**config.mk**
```make
export PLATFORM = sky130hd
export DESIGN_NAME = mem_tg2_cycle_mon
export DESIGN_NICKNAME = d
export VERILOG_FILES = /design/src/rtl/mem_tg2_cycle_mon.sv
export SDC_FILE = /design/constraint.sdc
export NUM_CORES = 1
export LEC_CHECK = 0
export ABC_AREA = 1
export ABC_CLOCK_PERIOD_IN_PS = 7500
export CORE_AREA = 5 5 206 208
export DETAILED_ROUTE_END_ITERATION = 8
export DIE_AREA = 0 0 211 213
export MAX_ROUTING_LAYER = met4
export PLACE_DENSITY = 0.84
export SYNTH_ARGS = -nofsm -noshare
export SYNTH_HDL_FRONTEND = slang
export SYNTH_SLANG_ARGS = --single-unit
```
**constraint.sdc**
```tcl
create_clock -name clk -period 7.5 [get_ports clk]
set_input_delay 1.5 -clock clk [delete_from_list [all_inputs] [get_ports clk]]
set_output_delay 1.5 -clock clk [all_outputs]
set_load 0.05 [all_outputs]
```
**src/rtl/mem_tg2_cycle_mon.sv**
```systemverilog
// Per-channel run monitor for the TG2 traffic generators: measures elapsed run cycles
// and raises a watchdog flag when a run reaches the programmed cycle limit.
module mem_tg2_cycle_mon #(
  parameter int unsigned NUM_TG = 4,
  parameter int unsigned CNT_W  = 64
) (
  input  logic              clk,
  input  logic              rst,
  input  logic [NUM_TG-1:0] mem_tg_active,
  input  logic [NUM_TG-1:0] tg_pass_in,
  input  logic [NUM_TG-1:0] tg_fail_in,
  input  logic [31:0]       timeout_limit,
  output logic [CNT_W-1:0]  clock_count [NUM_TG],
  output logic [NUM_TG-1:0] tg_timeout,
  output logic [NUM_TG-1:0] tg_busy
);

  // Compare width is wide enough that counts at or beyond 2^32 never match a 32-bit limit.
  localparam int unsigned ExtW = (CNT_W > 32) ? CNT_W : 33;

  typedef enum logic [1:0] {
    StIdle,
    StRun,
    StDone
  } state_e;

  for (genvar g = 0; g < NUM_TG; g++) begin : g_ch
    state_e           state_q, state_d;
    logic [CNT_W-1:0] cnt_q, cnt_d;
    logic [CNT_W-1:0] cnt_inc;
    logic [ExtW-1:0]  inc_ext;
    logic             to_q, to_d;
    logic             act_q, act_d;
    logic             start;
    logic             hit;
    logic             finish;

    assign start   = mem_tg_active[g] & ~act_q;
    assign finish  = tg_pass_in[g] | tg_fail_in[g];
    assign cnt_inc = (&cnt_q) ? cnt_q : cnt_q + CNT_W'(1);
    assign inc_ext = ExtW'(cnt_inc);
    assign hit     = (timeout_limit != 32'd0) && (inc_ext == ExtW'(timeout_limit));

    always_comb begin
      state_d = state_q;
      cnt_d   = cnt_q;
      to_d    = to_q;
      act_d   = mem_tg_active[g];
      case (state_q)
        StIdle, StDone: begin
          if (start) begin
            state_d = StRun;
            cnt_d   = '0;
            to_d    = 1'b0;
          end
        end
        StRun: begin
          // Pass/fail outranks both abort and the watchdog; the finishing cycle is not counted.
          if (finish) begin
            state_d = StDone;
          end else if (!mem_tg_active[g]) begin
            state_d = StDone;
          end else begin
            cnt_d = cnt_inc;
            if (hit) begin
              to_d    = 1'b1;
              state_d = StDone;
            end
          end
        end
        default: state_d = StIdle;
      endcase
    end

    always_ff @(posedge clk) begin
      if (rst) begin
        state_q <= StIdle;
        cnt_q   <= '0;
        to_q    <= 1'b0;
        act_q   <= 1'b0;
      end else begin
        state_q <= state_d;
        cnt_q   <= cnt_d;
        to_q    <= to_d;
        act_q   <= act_d;
      end
    end

    assign clock_count[g] = cnt_q;
    assign tg_timeout[g]  = to_q;
    assign tg_busy[g]     = (state_q == StRun);
  end

endmodule

```
==> flow_summary.yaml <==
logic_synthesis:
  yosys-top-cells-area: "nand2_1, dfxtp_1, nor2_1"
  synthTopCellsByCount: "nand2_1, nor2_1, nand3_1, inv_1"
  yosys_warnings: 0
  netlist_instances: 3981
  syn_area_per_cell_um2: 5.491
  ys_seq_area_share_pct: 24.91
  synth_top_area_cell: "nand2_1"
  async_flop_share_pct: 0
  synth_edf_count: 0
  ys_seq_elements: 272
  synth_most_common_cell: "nand2_1"
  synth_ff_type: "dfxtp_1"
  syn_nets: 4031
  yosysUniqueCellTypes: 47
  syn_area_um2: 21860
  synth_top_area_share_pct: 26.57
critical_path:
  slowest_stage: "clkdlybuf4s50_1"
  crit_path_end_kind: "flop"
  start_kind: "input pin"
  cp.required_ns: 7.95
  crit_fanout: 5
  worstReg2RegEnd: "g_ch[0].state_q[1]"
  ff2ff_path_depth: 20
  crit_family: "simple AND/OR/NAND/NOR gates"
  worstSetupStartpoint: "timeout_limit[27]"
  arrival_ns: 4.60
  crit_chain: "clkdlybuf4s50_1 > inv_1 > nand4_1 > nor2_1 > nand4_1 > nand4_1 > nor2_1 > nand3b_1 > nor2_1 > nand3_1 > nor2_1 > nand2_1 > nor2_1 > o21ba_2"
  crit_path_end: "g_ch[1].to_q"
  r2r_start: "g_ch[0].cnt_q[0]"
  max_stage_delay_ns: 0.82
  path_class: "in2reg"
  regToRegSetupSlack_ns: 3.52
  crit_buf_inv: 2
  crit_top_cell: "nor2_1"
  cp_num_cells: 14
timing:
  finalClockSkew_ns: 0.01680
  fin_crit_sh_pct: 55.22
  rsz0062_at_grt: "no"
  relSlewSlack_pct: 18.21
  slew_violations: 0
  tightestPinTransition_ns: 1.225
  hold-worst-slack_ns: 0.4631
  setup_tns_ns: 0
  final.min_clock_period_ns: 4.141
  fmax_mhz: 241.5
  final-setup-viol-count: 0
  hold_violations: 0
die:
  design.die.area_um2: 44940
  die_w_um: 211
  initial_utilization_pct: 54.15
  rows: 74
  die_height_um: 213
  boundaryPins: 310
  core_um2: 40370
clock_tree:
  cts.sinks: 272
  clk_pin_slew_ns: 0.06
  cts_hold_buf: 0
  cts_tree: "yes"
  clk_root_buffer_cell: "clkbuf_16"
  cts-buffers-inserted: 34
  htree_levels: 2
  cts-resized-gates: 0
  postCtsSetupRepairBufs: 0
  cts_buffer_depth: 3
  clk_latency_ns: 0.57
job:
  cap_violations: 0
global_route:
  antenna_found_initial: 1
  grt-ovfl-total: 0
  grt_util_all_layers_pct: 44.14
  grt_pass1_vias: 25550
  grt_start_max_net_pins: 94
  grt_pass1_wl_um: 151200
layout:
  area_growth_pct: 20.14
  finish.utilization_pct: 65.05
  nFillCells: 3889
  multi_input_area_um2: 14630
  layout.nets: 4259
  regArea_um2: 5445
  drive_above_1_share_pct: 4.252
drt:
  routed_wl_um: 100600
  drc: 0
  firstDrtPassIters: 7
  drtAntennaViolNets: 0
  initialDrtViolationCount: 4413
  detail_route.vias_per_cell: 5.908
  wire_per_inst_um: 21.10
  via_count: 28160
status:
  status: "complete, no violations"
place:
  dpl.hpwl_um: 77060
  gp_congestion: 1.064
  portBuffers: 309
power:
  ir_drop_uv: 163.6
  leakage_nw: 9.822
  powerDensity_nw_per_um2: 130.0
worst_hold_path:
  hold_path.class: "reg2reg"
==> report_power, final <==
group / leakage [nW] / internal, mW / switching, mW
Combinational: 7.07 / 0.0612 / 0.174
Clock: 0.557 / 1.02 / 0.711
Sequential: 2.19 / 1.45 / 0.00355
==> sequential cells by signal, indices dropped and copies added (netlist names) <==
| name | flops |
|---|---|
| g_ch.cnt_q | 256 |
| g_ch.state_q | 8 |
| g_ch.act_q | 4 |
| g_ch.to_q | 4 |
==> kinds of logic (layout without fill, tap and decap cells) <==
group	count (synthesis)	count (layout)	synth area share, %
and+or+nand+nor	2763	2763	52.77
AOI/OAI and AO/OA	370	370	8.764
adders and majority gates	4	4	0.2290
DFF	272	272	24.91
other	0	2	0
buffers and inverters	447	699	8.317
xor gates and xnor gates	125	125	5.009
==> cells in the final DEF, fill, tap and decap left out, types with 4 or more instances in the layout <==
master           instances
nand3_1                314
nor2_4                  16
dfxtp_1                272
clkdlybuf4s50_1        308
or2_2                   16
a21oi_1                272
buf_4                   13
inv_2                   13
nand3_2                  5
nor3_1                  51
nand3b_1                20
o211ai_1                 6
clkbuf_16               37
o21ai_1                  4
nand4_1                 89
clkinv_2                 7
nor2_2                  20
o21ai_0                 74
xnor2_1                 38
nor2_1                 641
nand2_1               1547
ha_1                     4
clkbuf_8                 6
inv_1                  301
nand2_2                 25
xor2_1                  87
clkbuf_1                 8
==> through the flow <==
stage	power (mW)	instances	cell area, um^2	worst slack (ns)
floorplan	1.610	3981	21860	4.647
global placement	1.709	4705	25120	2.966
detailed placement	1.711	4705	25120	2.928
CTS	3.401	4765	26260	3.508
global route	3.479	4766	26260	3.247
finish	3.415	4767	26260	3.359
==> layout make-up <==
cell class	instances	share of cell area [%]
clock buffer	50	3.902
multi-input combinational	3262	55.69
tap	532	2.535
antenna	2	0.01906
clock inverter	10	0.4050
inverter	317	4.545
sequential	272	20.74
timing repair buffer	322	12.16
==> worst min path at each step <==
| stage | start | to | slack, ns | depth (start not counted) |
|---|---|---|---|---|
| 6_report | g_ch[1].state_q[1] | g_ch[1].state_q[1] | 0.46 | 2 |
| 5_1_grt | g_ch[0].to_q | g_ch[0].to_q | 0.50 | 1 |
| 4_1_cts | g_ch[1].state_q[1] | g_ch[1].state_q[1] | 0.46 | 2 |
| 3_5_place_dp | g_ch[1].state_q[1] | g_ch[1].state_q[1] | 0.45 | 2 |
| 3_3_place_gp | g_ch[1].state_q[1] | g_ch[1].state_q[1] | 0.45 | 2 |
| 2_1_floorplan | g_ch[1].state_q[1] | g_ch[1].state_q[1] | 0.44 | 2 |
==> metal layers <==
layer	routed length, um	share of wire (%)	track usage (%)	vias to the layer above
li1	-	-	-	13090
met1	38390	38	57.97	12600
met2	42950	43	65.19	2092
met3	13220	13	8.919	386
met4	6028	6.0	21.24	0
met5	0	0	-	-
==> worst reg2reg max path, cell delays in order, from the launching register on <==
cell     delay [ns]
dfxtp_1        0.53
ha_1           0.57
nand2_2        0.13
nor2_4         0.16
nand2_2        0.13
nor2_4         0.21
nand2_2        0.15
inv_2          0.08
nand2_2        0.21
buf_4          0.41
nand2_1        0.28
nor2_1         0.06
nor2_1         0.12
nand3_1        0.09
nor2_1         0.13
nand2_1        0.13
nor2_1         0.13
nand2_1        0.09
nand3_2        0.08
nand3_1        0.08
a21oi_2        0.12
Power figures use the tool's default switching activity.
